**src/rtl/imm_pack.sv**
```systemverilog
// imm_pack: encodes an immediate into a RISC-V style instruction template and
// checks that the value survives the encoding.
//
// A request is taken in IDLE, packed in PACK, range/alignment-checked in CHECK
// and presented in HOLD until the consumer takes it.
//
// Ports
//   clk        rising-edge clock
//   reset_n    synchronous active-low reset
//   in_valid   request present            in_ready   request accepted (IDLE only)
//   instr_in   template instruction       immsrc     format (0 I,1 S,2 B,3 J,4 U)
//   imm        immediate to encode
//   out_valid  result present (HOLD)      out_ready  consumer takes result
//   instr_out  encoded instruction
//   err_range  immediate not representable in the format
//   err_align  B/J immediate with bit 0 set
//   err_src    immsrc not a valid format
//   err_count  saturating count of completed results with any error
module imm_pack #(
  parameter int CNT_W = 8
) (
  input  logic             clk,
  input  logic             reset_n,
  input  logic             in_valid,
  output logic             in_ready,
  input  logic [31:0]      instr_in,
  input  logic [2:0]       immsrc,
  input  logic [31:0]      imm,
  output logic             out_valid,
  input  logic             out_ready,
  output logic [31:0]      instr_out,
  output logic             err_range,
  output logic             err_align,
  output logic             err_src,
  output logic [CNT_W-1:0] err_count
);

  typedef enum logic [1:0] {IDLE, PACK, CHECK, HOLD} state_t;

  state_t state, state_nxt;

  logic [31:0]        instr_p0;
  logic [31:0]        imm_p0;
  logic [2:0]         src_p0;
  logic [31:0]        packed_w;
  logic [31:0]        packed_p1;
  logic signed [31:0] recon_w;
  logic signed [31:0] imm_cmp_w;
  logic               range_w;
  logic               align_w;
  logic               src_w;
  logic               accept;
  logic               done;

  function automatic logic [CNT_W-1:0] sat_inc(input logic [CNT_W-1:0] v);
    return (&v) ? v : v + {{(CNT_W-1){1'b0}}, 1'b1};
  endfunction

  assign in_ready  = reset_n && (state == IDLE);
  assign out_valid = (state == HOLD);
  assign accept    = in_valid && in_ready;
  assign done      = out_valid && out_ready;

  always_ff @(posedge clk) begin
    if (!reset_n) state <= IDLE;
    else          state <= state_nxt;
  end

  always_comb begin
    state_nxt = state;
    case (state)
      IDLE:    if (accept) state_nxt = PACK;
      PACK:    state_nxt = CHECK;
      CHECK:   state_nxt = HOLD;
      HOLD:    if (out_ready) state_nxt = IDLE;
      default: state_nxt = IDLE;
    endcase
  end

  // ---- stage p0: capture request ----
  always_ff @(posedge clk) begin
    if (accept) begin
      instr_p0 <= instr_in;
      imm_p0   <= imm;
      src_p0   <= immsrc;
    end
  end

  // Fields not owned by the immediate keep the template bits.
  always_comb begin
    packed_w = instr_p0;
    case (src_p0)
      3'd0: packed_w[31:20] = imm_p0[11:0];
      3'd1: begin
        packed_w[31:25] = imm_p0[11:5];
        packed_w[11:7]  = imm_p0[4:0];
      end
      3'd2: begin
        packed_w[31]    = imm_p0[12];
        packed_w[30:25] = imm_p0[10:5];
        packed_w[11:8]  = imm_p0[4:1];
        packed_w[7]     = imm_p0[11];
      end
      3'd3: begin
        packed_w[31]    = imm_p0[20];
        packed_w[30:21] = imm_p0[10:1];
        packed_w[20]    = imm_p0[11];
        packed_w[19:12] = imm_p0[19:12];
      end
      3'd4: packed_w[31:12] = imm_p0[31:12];
      default: ;
    endcase
  end

  // ---- stage p1: packed word ----
  always_ff @(posedge clk) begin
    if (state == PACK) packed_p1 <= packed_w;
  end

  // Decode the packed word back to a 32-bit immediate; any difference from
  // the requested value means bits were lost in the encoding.
  always_comb begin
    recon_w   = '0;
    imm_cmp_w = $signed(imm_p0);
    case (src_p0)
      3'd0: recon_w = $signed({{20{packed_p1[31]}}, packed_p1[31:20]});
      3'd1: recon_w = $signed({{20{packed_p1[31]}}, packed_p1[31:25], packed_p1[11:7]});
      3'd2: begin
        recon_w      = $signed({{19{packed_p1[31]}}, packed_p1[31], packed_p1[7],
                                 packed_p1[30:25], packed_p1[11:8], 1'b0});
        imm_cmp_w[0] = 1'b0;
      end
      3'd3: begin
        recon_w      = $signed({{11{packed_p1[31]}}, packed_p1[31], packed_p1[19:12],
                                 packed_p1[20], packed_p1[30:21], 1'b0});
        imm_cmp_w[0] = 1'b0;
      end
      3'd4: recon_w = $signed({packed_p1[31:12], 12'h000});
      default: ;
    endcase
    src_w   = (src_p0 > 3'd4);
    range_w = !src_w && (recon_w != imm_cmp_w);
    align_w = ((src_p0 == 3'd2) || (src_p0 == 3'd3)) && imm_p0[0];
  end

  // ---- stage p2: result registers, held through HOLD ----
  always_ff @(posedge clk) begin
    if (!reset_n) begin
      instr_out <= '0;
      err_range <= 1'b0;
      err_align <= 1'b0;
      err_src   <= 1'b0;
    end else if (state == CHECK) begin
      instr_out <= packed_p1;
      err_range <= range_w;
      err_align <= align_w;
      err_src   <= src_w;
    end
  end

  always_ff @(posedge clk) begin
    if (!reset_n) err_count <= '0;
    else if (done && (err_range || err_align || err_src)) err_count <= sat_inc(err_count);
  end

endmodule

```
**config.mk**
```make
export PLATFORM = sky130hd
export DESIGN_NAME = imm_pack
export DESIGN_NICKNAME = d
export VERILOG_FILES = /design/src/rtl/imm_pack.sv
export SDC_FILE = /design/constraint.sdc
export NUM_CORES = 1
export LEC_CHECK = 0
export ABC_AREA = 1
export CAP_MARGIN = 20
export CORE_AREA = 4 4 111 113
export CTS_BUF_LIST = sky130_fd_sc_hd__clkbuf_8
export CTS_CLUSTER_DIAMETER = 60
export DETAILED_ROUTE_END_ITERATION = 10
export DIE_AREA = 0 0 115 117
export PLACE_DENSITY = 0.92
export SYNTH_ARGS = -nofsm -noshare
export SYNTH_HDL_FRONTEND = slang
export SYNTH_SLANG_ARGS = --single-unit
```
**constraint.sdc**
```tcl
create_clock -name clk -period 5.9 [get_ports clk]
set_clock_uncertainty 0.05 [all_clocks]
set_input_delay 1.475 -clock clk [delete_from_list [all_inputs] [get_ports clk]]
set_output_delay 1.475 -clock clk [all_outputs]
set_load 0.02 [all_outputs]
```
==> results.sh <==
export IMPL_rr_startpoint="src_p0[1]"
export IMPL_core_region_area_mm2=0.0113
export IMPL_r2r_cells=12
export IMPL_htree_levels=4
export IMPL_die_height_um=117
export IMPL_yosysWarnings=0
export IMPL_grt_pass1_wl_mm=22.7
export IMPL_nNetsFinal=817
export IMPL_hold_buffers=0
export IMPL_setup_viol=0
export IMPL_synthMuxAreaShare_pct=0
export IMPL_synth_compound_area_share_pct=8.00
export IMPL_cts_buffers=17
export IMPL_wl_per_cell_um=16.3
export IMPL_synth_xor_area_share_pct=0.866
export IMPL_drc=0
export IMPL_grt_max_degree=46
export IMPL_worstSkewPairLatency_ps=440
export IMPL_endpoint_kind="primary output"
export IMPL_initialDrtViolationCount=608
export IMPL_fp_dieW_um=115
export IMPL_synth_nets=701
export IMPL_path_clk_slew_ps=70
export IMPL_max_freq_mhz=214
export IMPL_maxSlewHeadroom_pct=33.7
export IMPL_syn_avg_cell_area_um2=9.72
export IMPL_cp_max_fo=45
export IMPL_period_share_pct=79.2
export IMPL_gp_congestion=0.862
export IMPL_placed_area_mm2=0.00733
export IMPL_crit_type="in -> out"
export IMPL_synth_cell_types=27
export IMPL_whs_path_depth=0
export IMPL_io_pins=116
export IMPL_drive_gt1_share_pct=5.98
export IMPL_ys_seq_area_share_pct=63.9
export IMPL_power_density_mw_per_mm2=415
export IMPL_rows=39
export IMPL_min_to="packed_p1[4]"
export IMPL_slew_violations=0
export IMPL_syn_inst=624
export IMPL_root_buffer="clkbuf_8"
export IMPL_reg2reg_to="err_range"
export IMPL_crit_required_ps=4380
export IMPL_min_from="instr_p0[4]"
export IMPL_vias_per_cell=5.44
export IMPL_hpwl_mm=10.5
export IMPL_fin_util_pct=68.6
export IMPL_synth_largest_area_cell="edfxtp_1"
export IMPL_min_period_ps=4670
export IMPL_hold_viol=0
export IMPL_ant_nets=0
export IMPL_p_leak_nw=3.16
export IMPL_numPortBuffers=115
export IMPL_worst_setup_path_start_kind="input port"
export IMPL_gr_total_overflow=0
export IMPL_antenna_found_initial=0
export IMPL_peakVddDrop_uv=322
export IMPL_status="complete, no violations"
export IMPL_rsz0062_at_grt="false"
export IMPL_maxCapViolCount=0
export IMPL_clock_sinks=144
export IMPL_synthDominantCellAreaShare_pct=49.0
export IMPL_stdcell_area_mm2=0.00776
export IMPL_vias=4872
export IMPL_tns_ps=0
export IMPL_synth_simple_gate_area_share_pct=20.6
export IMPL_wirelength_mm=14.6
export IMPL_synth_top_family_by_area="simple AND/OR/NAND/NOR gates"
export IMPL_cts_setup_buffers=0
export IMPL_synthTopCellsByArea="edfxtp_1 49%, dfxtp_1 15%, nand2_1 8.5%"
export IMPL_synthAdderAreaFrac_pct=1.24
export IMPL_grt_use_total_pct=22.2
export IMPL_die_area_mm2=0.0135
export IMPL_ff2ff_setup_slack_ps=2510
export IMPL_clock_path_buffers=2
export IMPL_place_ws_ps=1250
export IMPL_grt_pass1_vias=4827
export IMPL_antenna_cells=0
export IMPL_min_path_type="reg -> reg"
export IMPL_layout_commonest_cell="nand2_1"
export IMPL_area_delta_synth_final_pct=28.0
export IMPL_yosys_register_bits=144
export IMPL_start_util_pct=53.6
export IMPL_setup_ws_ps=1230
export IMPL_crit_arrival_ps=3150
export IMPL_first_pass_iters=5
export IMPL_final_cell_mix="137 x nand2_1, 115 x clkdlybuf4s50_1, 99 x edfxtp_1, 98 x nor2_1, 58 x inv_1"
export IMPL_worst_pin_slew_ps=994
export IMPL_startpoint="reset_n"
export IMPL_ctsResizeCount=0
export IMPL_cts_tree="done"
export IMPL_syn_cell_area_mm2=0.00607
==> cell type report <==
type / count / area (um^2)
sequential: 144 / 3870
fill: 851 / 3560
multi-input combinational: 399 / 1870
timing repair buffer: 120 / 1190
clock buffer: 20 / 275
inverter: 58 / 218
tap: 143 / 179
clock inverter: 12 / 161
==> Yosys cell counts <==
master    count
nand2_1     137
edfxtp_1     99
nor2_1       99
inv_1        57
o21ai_0      47
dfxtp_1      45
nand3_1      43
a21oi_1      25
clkbuf_1     12
nand4_1      11
o221ai_1     10
ha_1          6
xor2_1        6
buf_2         4
buf_4         4
nand2_2       3
nand3_2       3
buf_1         2
nor3_1        2
o211ai_1      2
a211oi_1      1
a221oi_1      1
buf_6         1
inv_2         1
nand3b_1      1
nor2_4        1
o22ai_1       1
==> worst max-delay path, cell delays in order <==
cell and delay (ps):
clkdlybuf4s50_1 460, buf_4 330, nand2_1 180, inv_1 90, clkdlybuf4s50_1 600
==> per-stage QoR <==
stage	hold WS (ps)	power, W	cells
3_5_place_dp	355	0.00239	864
3_3_place_gp	355	0.00233	864
2_1_floorplan	350	0.00199	624
6_report	366	0.00322	896
4_1_cts	365	0.00323	896
5_1_grt	370	0.00338	896
==> flip-flops by register name, indices dropped and copies added (netlist names) <==
name       flops
packed_p1     32
err_src        1
err_count      8
instr_p0      32
err_range      1
imm_p0        32
err_align      1
src_p0         3
state          2
instr_out     32
==> metal layers <==
layer	vias up	global-route usage, %	wire length [um]
li1	2333	-	-
met1	2262	25.9	5580
met2	238	37.6	7330
met3	39	6.58	1230
met4	0	10.9	425
met5	-	0	0
==> where the power goes <==
| group | leakage [nW] | internal, W | total [W] | switching, W |
|---|---|---|---|---|
| logic | 1.64 | 0.000344 | 0.000881 | 0.000537 |
| registers | 1.28 | 0.00135 | 0.00150 | 0.000150 |
| clock network | 0.234 | 0.000489 | 0.000840 | 0.000351 |
| total | 3.16 | 0.00219 | 0.00322 | 0.00104 |
==> cell families after synthesis <==
family | count (synthesis)
AOI/OAI and AO/OA | 87
buffers and inverters | 81
xor gates and xnor gates | 6
DFF | 144
adders and majority gates | 6
and+or+nand+nor | 300
==> worst max path at each step <==
| stage | cells after the start | to | slack [ps] |
|---|---|---|---|
| 2_1_floorplan | 3 | imm_p0[0] | 780 |
| 3_3_place_gp | 5 | in_ready | 1290 |
| 3_5_place_dp | 5 | in_ready | 1250 |
| 4_1_cts | 5 | in_ready | 1240 |
| 5_1_grt | 5 | in_ready | 1150 |
| 6_report | 5 | in_ready | 1230 |
(Power assumes the default switching activity.)
